===== src/rtl/seg_bcd_converter.sv =====
// Sequential 32-bit binary to 8-digit packed BCD converter (double-dabble, one bit per cycle).
// Signed inputs are converted by magnitude, and the sign is reported separately on neg.
module seg_bcd_converter (
    input  logic        clk,
    input  logic        rst,
    input  logic        start,
    input  logic [31:0] bin,
    input  logic        is_signed,
    output logic        busy,
    output logic        done,
    output logic [31:0] bcd,
    output logic        overflow,
    output logic        neg
);

    // state  | meaning
    // IDLE   | waiting for start; results held
    // SHIFT  | 32 double-dabble iterations in progress
    typedef enum logic {
        ST_IDLE  = 1'b0,
        ST_SHIFT = 1'b1
    } state_t;

    state_t      state, state_nxt;
    logic [71:0] shift_reg;
    logic [4:0]  iter_cnt;
    logic        neg_pending;

    logic        is_neg_in;
    logic [31:0] mag;
    logic [39:0] acc_adj;
    logic [71:0] shift_nxt;
    logic        last_iter;

    assign is_neg_in = is_signed & bin[31];
    assign mag       = is_neg_in ? (~bin + 32'd1) : bin;
    assign last_iter = (iter_cnt == 5'd31);
    assign busy      = (state == ST_SHIFT);

    // Add-3 correction on every accumulator digit, then shift the whole register left.
    always_comb begin
        acc_adj = shift_reg[71:32];
        for (int k = 0; k < 10; k++) begin
            if (shift_reg[32+4*k +: 4] >= 4'd5)
                acc_adj[4*k +: 4] = shift_reg[32+4*k +: 4] + 4'd3;
        end
        shift_nxt = {acc_adj[38:0], shift_reg[31:0], 1'b0};
    end

    always_comb begin
        state_nxt = state;
        case (state)
            ST_IDLE:  if (start)     state_nxt = ST_SHIFT;
            ST_SHIFT: if (last_iter) state_nxt = ST_IDLE;
            default:                 state_nxt = ST_IDLE;
        endcase
    end

    always_ff @(posedge clk) begin
        if (rst) begin
            state       <= ST_IDLE;
            shift_reg   <= '0;
            iter_cnt    <= '0;
            neg_pending <= 1'b0;
            done        <= 1'b0;
            bcd         <= '0;
            overflow    <= 1'b0;
            neg         <= 1'b0;
        end else begin
            state <= state_nxt;
            done  <= 1'b0;
            case (state)
                ST_IDLE: begin
                    if (start) begin
                        shift_reg   <= {40'd0, mag};
                        iter_cnt    <= '0;
                        neg_pending <= is_neg_in;
                    end
                end
                ST_SHIFT: begin
                    shift_reg <= shift_nxt;
                    iter_cnt  <= iter_cnt + 5'd1;
                    if (last_iter) begin
                        bcd      <= shift_nxt[63:32];
                        overflow <= (shift_nxt[71:64] != 8'd0);
                        neg      <= neg_pending;
                        done     <= 1'b1;
                    end
                end
                default: ;
            endcase
        end
    end

endmodule


===== config.mk =====
export PLATFORM = sky130hd
export DESIGN_NAME = seg_bcd_converter
export DESIGN_NICKNAME = d
export VERILOG_FILES = /design/src/rtl/seg_bcd_converter.sv
export SDC_FILE = /design/constraint.sdc
export NUM_CORES = 1
export LEC_CHECK = 0
export CORE_AREA = 8 8 118 147
export CTS_CLUSTER_DIAMETER = 120
export DETAILED_ROUTE_END_ITERATION = 16
export DIE_AREA = 0 0 126 155
export GPL_ROUTABILITY_DRIVEN = 1
export PLACE_DENSITY = 0.6
export SLEW_MARGIN = 20
export SYNTH_ARGS = -nofsm -noshare
export SYNTH_HDL_FRONTEND = slang
export SYNTH_SLANG_ARGS = --single-unit

===== constraint.sdc =====
create_clock -name clk -period 3.9 [get_ports clk]
set_clock_uncertainty 0.05 [all_clocks]
set_input_delay 0.585 -clock clk [delete_from_list [all_inputs] [get_ports clk]]
set_output_delay 0.585 -clock clk [all_outputs]
set_load 0.03 [all_outputs]

Yosys cells after proc, flatten, opt, wreduce, memory -nomap -nowiden
Cells that the tools add are included.
{"block": "totals", "reg_bits": 114, "inputBits": 36, "latchBits": 0, "mem_bits_rw": 0, "output_inout_bits": 36, "romBits": 0, "n_memories": 0, "wordCells": 58}
{"block": "op_classes", "n_shift": 0, "n_mux": 19, "mul": 0, "bitwise_logic": 3, "reduce_logical": 4, "n_lt_le_gt_ge": 10, "n_eq_ne": 2, "div_mod_pow": 0, "addsub": 12}
{"operator": "case mux 72 bit (2 select lines)", "n": 1}
{"operator": "2-to-1 mux 72 bit", "n": 1}
{"operator": ">= comparator 4 x 3 -> 1 bit (second input constant)", "n": 10}
{"operator": "adder 4 x 2 -> 4 bit (second input constant)", "n": 9}
{"operator": "2-to-1 mux 4 bit", "n": 9}
{"operator": "adder 32 x 1 -> 32 bit (second input constant)", "n": 1}
{"operator": "2-to-1 mux 32 bit", "n": 1}
{"operator": "inverter 32 bit", "n": 1}
{"operator": "case mux 5 bit (2 select lines)", "n": 1}
{"operator": "nonzero test 8 bit", "n": 1}
{"operator": "adder 5 x 1 -> 5 bit (second input constant)", "n": 1}
{"operator": "equality test 5 bit (second input constant)", "n": 1}
{"operator": "2-to-1 mux 5 bit", "n": 1}
{"operator": "AND reduction 2 bit", "n": 2}
{"operator": "adder 3 x 2 -> 3 bit (second input constant)", "n": 1}
{"operator": "2-to-1 mux 1 bit", "n": 3}
{"operator": "2-to-1 mux 3 bit", "n": 1}
{"operator": "inequality test 2 bit (second input constant)", "n": 1}
{"operator": "case mux 1 bit (2 select lines)", "n": 1}
{"operator": "OR reduction 2 bit", "n": 1}
{"operator": "AND 1 bit", "n": 1}
{"operator": "inverter 1 bit", "n": 1}

Logic depth before layout (Yosys ltp)
Gate-level depths: netlist of the first run.
{"block": "logic_depth", "depth_word": 5, "ltp_mapped": 8}

Worst setup path after synthesis of the first run
Ideal clock, no wire load.
{"block": "synth_timing", "path_type": "input to register", "from": "input port bin[0]", "to": "register shift_reg[28]", "path_buffers": 0, "required_ns": 3.788, "t_arrival_ns": 2.124, "path_stages": 7, "setup_slack_ns": 1.663, "path_cell_list": "inv_1 -> ha_1 -> nor4b_4 -> nand2_4 -> or4_4 -> or3_1 -> nand3_1"}
{"block": "synth_between", "elab_chain_cells": 5}
{"element": "start: declaration", "line_no": "7", "source": "input logic [31:0] bin,"}
{"element": "inverter 32 bit", "line_no": "36", "source": "assign mag = is_neg_in ? (~bin + 32'd1) : bin;"}
{"element": "adder 32 x 1 -> 32 bit", "line_no": "36"}
{"element": "2-to-1 mux 32 bit", "line_no": "36"}
{"element": "2-to-1 mux 72 bit", "line_no": "74", "source": "if (start) begin"}
{"element": "case mux 72 bit (2 select lines)", "line_no": "72", "source": "case (state)"}
{"element": "end signal: assignment", "line_no": "75", "source": "shift_reg <= {40'd0, mag};"}
{"element": "end signal: assignment", "line_no": "81", "source": "shift_reg <= shift_nxt;"}
{"element": "end: declaration", "line_no": "25", "source": "logic [71:0] shift_reg;"}
Every way passes these cells. The select of a mux whose other input is x is not followed.
A chain may end at the register's enable or synchronous reset.

Worst setup path after layout of the first run
{"block": "layout_timing", "from": "register state (netlist: busy)", "to": "output port busy"}
{"element": "start: declaration", "line_no": "24", "source": "state_t state, state_nxt;"}
{"element": "start signal: assignment", "line_no": "70", "source": "state <= state_nxt;"}
{"element": "end: declaration", "line_no": "9", "source": "output logic busy,"}
No word-level cell between the ends.

==> flow_summary.toml, run 1 <==
[timing]
finalMaxSlewViolations = 0
rsz0062_at_grt = "false"
fin_crit_sh_pct = 66.4
fin_crit_ns = 2.59
setup_viol = 0
worst_pin_slew_ns = 0.861
maxSlewHeadroom_pct = 42.6
hold_violations = 0
setup_tns_ns = 0
fin_hold_ws_ns = 0.399
fmax_ghz = 0.386

[setup_path]
path_cells = "clkdlybuf4s50_1"
crit_type = "flop to primary output"
end_kind = "primary output"
critPathMaxStageDelay_ns = 0.79
slowest_stage = "clkdlybuf4s50_1"
cp-start-kind = "flop"
r2r_slack_ns = 1.74
path_delay_family = "buffers and inverters"
critPathMaxFanout = 61
crit_required_ns = 3.26
crit_buf_inv = 1
cp.arrival_ns = 1.95

[clock_tree]
cts_max_level = 4
cts.clk_slew.worst_paths_ns = 0.05
root_buffer = "clkbuf_16"
cts.sinks = 114
cts_buffers = 17
cts_tree = "yes"
cts_setup_buffers = 0
holdBufCountCts = 0
clock_path_buffers = 2
cts.repair.resized = 0
clkLatencyLatePin_ns = 0.41

[synth]
synth-edff-count = 0
syn_inst = 792
yosysTopAreaCellShare_pct = 36.9
syn-num-nets = 851
async_reset_ff_share_pct = 0
syn_avg_cell_area_um2 = 7.80
seq_area_frac_synth_pct = 36.9
ys_types = 50
ys_warn_count = 0
ys_ff_latch = 114
syn_area_um2 = 6180
yosys.area.top_type = "dfxtp_1"
ys.flop_type = "dfxtp_1"
yosys-top-cells-area = "dfxtp_1, a21oi_1, nand2_1"

[layout]
mostFrequentLayoutCell = "dfxtp_1"
largest_reg_flops = 72
syn_to_final_growth_pct = 23.4
mostFrequentLayoutCells = "dfxtp_1, a21oi_1, nand2_1"
drive_gt1_share_pct = 6.01
nNetsFinal = 895
antenna_cells = 0

[power_and_ir_drop]
leakagePower_nw = 2.70
power_density_nw_per_um2 = 409
ir_worst_vdd_v = 0.000290
swShare_pct = 22.4
p_sw_mw = 0.699
clkPwrFrac_pct = 53.0
p_seq_share_pct = 39.2
combPwrFrac_pct = 7.9
p_int_mw = 2.42

[routing]
drt.antenna.violating_nets = 0
drc = 0
drtIter0Drc = 345
viasPerCell = 5.43
vias = 5612
wirelength_mm = 15.1
drt-wirelength-per-cell_um = 14.6
first_pass_iters = 4

[worst_hold_path]
hold_path.class = "flop to flop"

[placed_design]
gp_congestion = 0.891
io_buffer_count = 71
dp_hpwl_mm = 10.5

[global_route]
grt_pass1_wl_mm = 25.4
grt_pass1_vias = 5472
antenna_found_initial = 0
grt_max_degree = 96
grt_overflow = 0
track_usage_pct = 15.6

[flow_run]
drv_cap = 0

[die]
die_area_um2 = 19500
core_area_um2 = 15200
start_util_pct = 40.7
ios = 72
fp-row-count = 51
die_h_um = 155
fp.dieW_um = 126

[status]
status = "finished, final reports clean"
==> path summary, 6_finish.rpt <==
path / from / end / depth (start not counted)
max: busy$_SDFF_PP0_ / busy / 1
min reg2reg: bcd[10]$_SDFFE_PP0P_ / bcd[10]$_SDFFE_PP0P_ / 2
max reg2reg: iter_cnt[0]$_SDFFE_PP0P_ / bcd[27]$_SDFFE_PP0P_ / 7
min: bcd[10]$_SDFFE_PP0P_ / bcd[10]$_SDFFE_PP0P_ / 2
==> cells in the mapped netlist (all sizes together) (3+ instances only) <==
cell / n
inv: 23
nor3: 31
a211o: 4
o31ai: 4
nand4: 4
or4: 3
dfxtp: 114
buf: 8
o21ai: 28
xnor2: 21
or3: 6
o41ai: 3
mux2i: 15
a31oi: 8
nor3b: 34
nand2: 101
a311oi: 13
and2: 3
nor4: 5
nand3b: 3
a32oi: 9
o22ai: 18
clkbuf: 45
nand2b: 21
ha: 23
nor2: 92
xor2: 11
a21oi: 104
a21o: 10
nand3: 11
==> cell families after synthesis <==
| family | after synthesis | share of synthesized area [%] |
|---|---|---|
| AOI/OAI and AO/OA | 209 | 20.3 |
| xor gates and xnor gates | 32 | 4.54 |
| adders and majority gates | 23 | 4.66 |
| buffers and inverters | 76 | 4.66 |
| DFF | 114 | 36.9 |
| muxes | 15 | 2.43 |
| and+or+nand+nor | 323 | 26.5 |
==> through the flow <==
stage	instances	utilization, %	worst slack [ns]	area [µm²]	power [mW]
after detailed placement	1002	46.1	0.894	7000	1.49
after CTS	1034	50.2	1.27	7630	3.15
final	1034	50.2	1.31	7630	3.12
after floorplan	792	-	1.66	6180	1.39
after global placement	1002	46.0	0.968	6990	1.49
after global routing	1034	50.2	1.19	7630	3.23
==> area by class of cell <==
cell class | instances | area (µm²)
Inverter | 23 | 86.3
Sequential cell | 114 | 2290
Clock inverter | 9 | 151
Clock buffer | 23 | 479
Fill cell | 1446 | 7560
Tap cell | 185 | 231
Multi-Input combinational cell | 602 | 3610
Timing Repair Buffer | 78 | 781
==> tightest hold or removal path, delay by kind of cell, from the launching register on <==
family	cells	cell delay [ns]
AO/OA/AOI/OAI	1	0.05
flip-flops	1	0.30
AND/OR/NAND/NOR	1	0.05
==> layer usage <==
layer  vias to the layer above  global-route usage, %  share of wire, %
li1                       2882                      -                 -
met1                      2620                   17.3                45
met2                        95                   28.3                50
met3                        15                   3.77               3.3
met4                         0                   5.69               1.7
met5                         -                      0                 0
==> power groups by stage <==
stage | combinational (mW) | clock [mW] | sequential [mW]
floorplan | 0.163 | 0 | 1.23
detailed placement | 0.245 | 0 | 1.25
global placement | 0.243 | 0 | 1.24
finish | 0.245 | 1.65 | 1.22
CTS | 0.246 | 1.69 | 1.22
global route | 0.269 | 1.74 | 1.22
(Power assumes the default switching activity.)
==> run 2, diff against run 1 <==
--- a/config.mk
+++ b/config.mk
@@ -10,7 +10,7 @@
 export DETAILED_ROUTE_END_ITERATION = 16
 export DIE_AREA = 0 0 126 155
 export GPL_ROUTABILITY_DRIVEN = 1
-export PLACE_DENSITY = 0.6
+export PLACE_DENSITY = 0.62
 export SLEW_MARGIN = 20
 export SYNTH_ARGS = -nofsm -noshare
 export SYNTH_HDL_FRONTEND = slang
==> constraint.sdc (replaced) <==
create_clock -name clk -period 2.2 [get_ports clk]
set_clock_uncertainty 0.05 [all_clocks]
set_input_delay 0.33 -clock clk [delete_from_list [all_inputs] [get_ports clk]]
set_output_delay 0.33 -clock clk [all_outputs]
set_load 0.03 [all_outputs]
==> run 2 against run 1 <==
  * Die area unchanged
  * Clock power increased by 55%
  * Worst setup slack lost 1.2 ns
  * Cell area increased by 5.0%
  * Clock-buffer cell count is 3 higher
  * Largest cell class unchanged
  * Highest routed layer unchanged
==> flow_summary.toml, run 2 (synthesis results as in run 1) <==
[status]
status = "finished, final reports clean"

[setup_path]
crit_required_ns = 1.82
r2r_slack_ns = 0.37
r2r_start = "iter_cnt[0]$_SDFFE_PP0P_"
crit_buf_inv = 1
r2r_end = "bcd[3]$_SDFFE_PP0P_"
cp.arrival_ns = 1.73
critPathMaxStageDelay_ns = 0.76
crit_start = "busy$_SDFF_PP0_"
critPathMaxFanout = 37
slowest_stage = "clkdlybuf4s50_1"
worstSetupEndpoint = "busy"
crit_type = "flop to primary output"
path_cells = "clkdlybuf4s50_1"
path_delay_family = "buffers and inverters"
end_kind = "primary output"
r2r_cells = 7
cp-start-kind = "flop"
cp.depth = 1

[die]
fp.dieW_um = 126
die_h_um = 155
start_util_pct = 40.7
die_area_um2 = 19500
ios = 72
fp-row-count = 51
core_area_um2 = 15200

[clock_tree]
clock_path_buffers = 2
cts.clk_slew.worst_paths_ns = 0.05
cts.repair.resized = 0
cts.sinks = 114
cts_setup_buffers = 0
cts_max_level = 4
cts_tree = "yes"
clkLatencyLatePin_ns = 0.40
holdBufCountCts = 0
cts_buffers = 17
root_buffer = "clkbuf_16"

[routing]
viasPerCell = 5.39
drtIter0Drc = 283
drt-wirelength-per-cell_um = 14.1
drt.antenna.violating_nets = 0
first_pass_iters = 5
vias = 5882
wirelength_mm = 15.4
drc = 0

[placed_design]
post-place-cells = 1061
gp_congestion = 0.910
io_buffer_count = 71
dp_hpwl_mm = 11.0
dpl_worst_slack_ns = -0.295

[timing]
fin_crit_sh_pct = 96.1
setup_viol = 0
maxSlewHeadroom_pct = 67.6
fmax_ghz = 0.473
hold_violations = 0
fin_crit_ns = 2.11
finalMaxSlewViolations = 0
worst_slack_ns = 0.0859
rsz0062_at_grt = "false"
worst_pin_slew_ns = 0.485
setup_tns_ns = 0

[layout]
drive_gt1_share_pct = 11.9
n_fill_cell = 1475
syn_to_final_growth_pct = 29.6
antenna_cells = 0
nNetsFinal = 954
mostFrequentLayoutCells = "dfxtp_1, a21oi_1, nand2_1"
seqCellArea_um2 = 2290
multi_input_area_um2 = 3610
layout.cells.non_filler = 1092
mostFrequentLayoutCell = "dfxtp_1"
largest_reg_flops = 72

[power_and_ir_drop]
ir_worst_vdd_v = 0.000592
clkPwrFrac_pct = 48.9
combPwrFrac_pct = 9.8
swShare_pct = 22.6
leakagePower_nw = 2.97
p_seq_share_pct = 41.3
p_sw_mw = 1.18
p_int_mw = 4.05
power_density_nw_per_um2 = 653
totalPowerFinal_mw = 5.23

[global_route]
grt_overflow = 0
grt_pass1_wl_mm = 26.0
grt_pass1_vias = 5842
grt_max_degree = 81
track_usage_pct = 15.8
antenna_found_initial = 0

[flow_run]
drv_cap = 0

[worst_hold_path]
hold_start = "rst"
whs_path_depth = 2
hold_path.class = "primary input to flop"
-- run 2: layout make-up --
cell class,count,area share (%)
inverters,23,1.08
clock buffers,26,6.36
clock inverters,5,0.625
multi-input cells,602,45.1
repair buffers,137,15.4
flip-flops and latches,114,28.5
well taps,185,2.89
-- run 2: metal layers --
layer | global-route usage [%] | vias up | part of all wire (%)
li1 | - | 2999 | -
met2 | 29.6 | 119 | 51
met5 | 0 | - | 0
met3 | 3.84 | 17 | 3.7
met4 | 6.09 | 0 | 1.4
met1 | 16.5 | 2747 | 44
-- run 2: per-stage QoR --
step           hold slack (ns)  util [%]  area (µm²)
3_3_place_gp             0.392      49.0        7450
6_report                 0.307      52.7        8010
3_5_place_dp             0.395      49.0        7450
5_1_grt                  0.309      52.7        8010
4_1_cts                  0.284      52.7        8010
2_1_floorplan            0.377         -        6180
-- run 2: power by group through the flow --
stage	logic (mW)	clock network, mW	registers (mW)
6_report	0.513	2.56	2.16
5_1_grt	0.563	2.71	2.16
3_3_place_gp	0.504	0	2.20
4_1_cts	0.513	2.62	2.16
3_5_place_dp	0.512	0	2.20
2_1_floorplan	0.289	0	2.18
-- run 2: how the worst min path moves through the flow --
stage,slack [ns],end
2_1_floorplan,0.38,shift_reg[13]$_SDFFE_PP0P_
3_3_place_gp,0.39,bcd[9]$_SDFFE_PP0P_
3_5_place_dp,0.40,bcd[5]$_SDFFE_PP0P_
4_1_cts,0.28,shift_reg[38]$_SDFFE_PP0P_
5_1_grt,0.31,shift_reg[65]$_SDFFE_PP0P_
6_report,0.31,shift_reg[65]$_SDFFE_PP0P_
==> run 3, diff against run 2 <==
==> config.mk (replaced) <==
export PLATFORM = sky130hd
export DESIGN_NAME = seg_bcd_converter
export DESIGN_NICKNAME = d
export VERILOG_FILES = /design/src/rtl/seg_bcd_converter.sv
export SDC_FILE = /design/constraint.sdc
export NUM_CORES = 1
export LEC_CHECK = 0
export CORE_AREA = 8 8 138 172
export CTS_CLUSTER_DIAMETER = 120
export DETAILED_ROUTE_END_ITERATION = 16
export DIE_AREA = 0 0 146 180
export GPL_ROUTABILITY_DRIVEN = 1
export PLACE_DENSITY = 0.47
export SLEW_MARGIN = 30
export SYNTH_ARGS = -nofsm -noshare
export SYNTH_HDL_FRONTEND = slang
export SYNTH_SLANG_ARGS = --single-unit
==> run 3 against run 2 <==
  * Die area grew 35%
  * Largest cell class unchanged
  * Worst setup slack gained 0.073 ns
  * Sequential cell count is the same
  * Power shrank 0.37%
  * Cell area grew 1.2%
  * Global-route usage shrank 3.1 points
  * Via count shrank 2.8%
  * Register-to-register slack gained 0.02 ns
  * Clock power is essentially flat
  * Non-clock buffer count grew 1
==> flow_summary.toml, run 3 (synthesis results as in run 1) <==
[status]
status = "finished, final reports clean"

[routing]
wirelength_mm = 16.1
first_pass_iters = 4
drc = 0
drtIter0Drc = 284
vias = 5720
drt.antenna.violating_nets = 0
viasPerCell = 4.82
drt-wirelength-per-cell_um = 13.6

[timing]
fin_hold_ws_ns = 0.245
fin_crit_sh_pct = 92.8
setup_viol = 0
maxSlewHeadroom_pct = 57.3
fmax_ghz = 0.490
finalMaxSlewViolations = 0
rsz0062_at_grt = "false"
worst_pin_slew_ns = 0.641
fin_crit_ns = 2.04
hold_violations = 0

[power_and_ir_drop]
leakagePower_nw = 2.97
ir_worst_vdd_v = 0.000460
power_density_nw_per_um2 = 643

[clock_tree]
clock_path_buffers = 2
clkLatencyLatePin_ns = 0.41
root_buffer = "clkbuf_16"
cts_setup_buffers = 0
cts_buffers = 17
cts.repair.resized = 0
cts_tree = "yes"
cts_max_level = 4
cts.clk_slew.worst_paths_ns = 0.05
cts.sinks = 114
holdBufCountCts = 0

[layout]
mostFrequentLayoutCells = "dfxtp_1, a21oi_1, nand2_1"
antenna_cells = 0
n_fill_cell = 2264
syn_to_final_growth_pct = 31.1
nNetsFinal = 955
multi_input_area_um2 = 3610
design_area_um2 = 8100
largest_reg_flops = 72
mostFrequentLayoutCell = "dfxtp_1"
drive_gt1_share_pct = 11.9
seqCellArea_um2 = 2290

[global_route]
grt_overflow = 0
antenna_found_initial = 0
track_usage_pct = 12.7
grt_pass1_wl_mm = 27.8
grt_pass1_vias = 5724
grt_max_degree = 67

[die]
die_h_um = 180
start_util_pct = 29.2
core_area_um2 = 21200
fp-row-count = 60
die_area_um2 = 26300
fp.dieW_um = 146
ios = 72

[setup_path]
r2r_slack_ns = 0.39
critPathMaxStageDelay_ns = 0.49
end_kind = "flop"
r2r_cells = 7
path_delay_family = "simple AND/OR/NAND/NOR gates"
cp.arrival_ns = 2.34
r2r_end = "bcd[23]$_SDFFE_PP0P_"
slowest_stage = "or4_4"
crit_required_ns = 2.50
crit_buf_inv = 3
cp-start-kind = "primary input"
crit_type = "primary input to flop"
critPathMaxFanout = 5
path_cells = "clkdlybuf4s50_1 > inv_1 > ha_1 > nor4b_4 > buf_4 > nand2_4 > or4_4 > or3_1 > nand3_1"
r2r_start = "iter_cnt[0]$_SDFFE_PP0P_"

[worst_hold_path]
hold_start = "rst"
whs_path_depth = 2
hold_path.class = "primary input to flop"
holdPathEnd = "iter_cnt[1]$_SDFFE_PP0P_"

[placed_design]
io_buffer_count = 71
gp_congestion = 0.819
placed_area_um2 = 7560
dp_hpwl_mm = 11.2

[flow_run]
drv_cap = 0
## run 3: cell count changes in the layout (fill, tap and decap cells not counted)
cell / delta
buf_4: +2
clkinv_2: +1
clkbuf_1: +1
clkbuf_8: -2
buf_12: -1
## run 3: worst max-delay path by stage
stage / from / endpoint / depth (start not counted)
2_1_floorplan: bin[0] / shift_reg[28]$_SDFFE_PP0P_ / 7
3_3_place_gp: bin[0] / shift_reg[28]$_SDFFE_PP0P_ / 9
3_5_place_dp: bin[0] / shift_reg[28]$_SDFFE_PP0P_ / 9
4_1_cts: busy$_SDFF_PP0_ / busy / 1
5_1_grt: bin[0] / shift_reg[28]$_SDFFE_PP0P_ / 9
6_report: bin[0] / shift_reg[28]$_SDFFE_PP0P_ / 9
## run 3: power by group
group | total [mW] | internal (mW) | leakage (nW) | switching (mW)
Clock | 2.54 | 1.62 | 0.271 | 0.912
Sequential | 2.15 | 2.12 | 0.924 | 0.0343
Combinational | 0.521 | 0.240 | 1.77 | 0.281
## run 3: routing by layer
metal	vias to the layer above	GRT usage (%)	wire, µm
li1	2999	-	-
met1	2612	15.3	7610
met2	91	21.6	7780
met3	18	2.46	462
met4	0	5.16	277
met5	-	0	0
## run 3: metrics by stage
step | total power [mW] | utilization, % | setup slack (ns) | TNS [ns] | std cells
2_1_floorplan | 2.47 | - | 0.218 | 0 | 792
3_3_place_gp | 2.72 | 35.7 | -0.246 | -2.53 | 1156
3_5_place_dp | 2.72 | 35.7 | -0.256 | -2.74 | 1156
4_1_cts | 5.30 | 38.3 | 0.147 | 0 | 1187
5_1_grt | 5.46 | 38.3 | 0.0628 | 0 | 1187
6_report | 5.21 | 38.3 | 0.159 | 0 | 1187
## run 3: cell type report
| cell class | instances | share of cell area (%) |
|---|---|---|
| multi-input cells | 602 | 44.5 |
| flip-flops and latches | 114 | 28.2 |
| repair buffers | 138 | 15.2 |
| clock buffers | 25 | 5.99 |
| well taps | 279 | 4.31 |
| inverters | 23 | 1.07 |
| clock inverters | 6 | 0.680 |
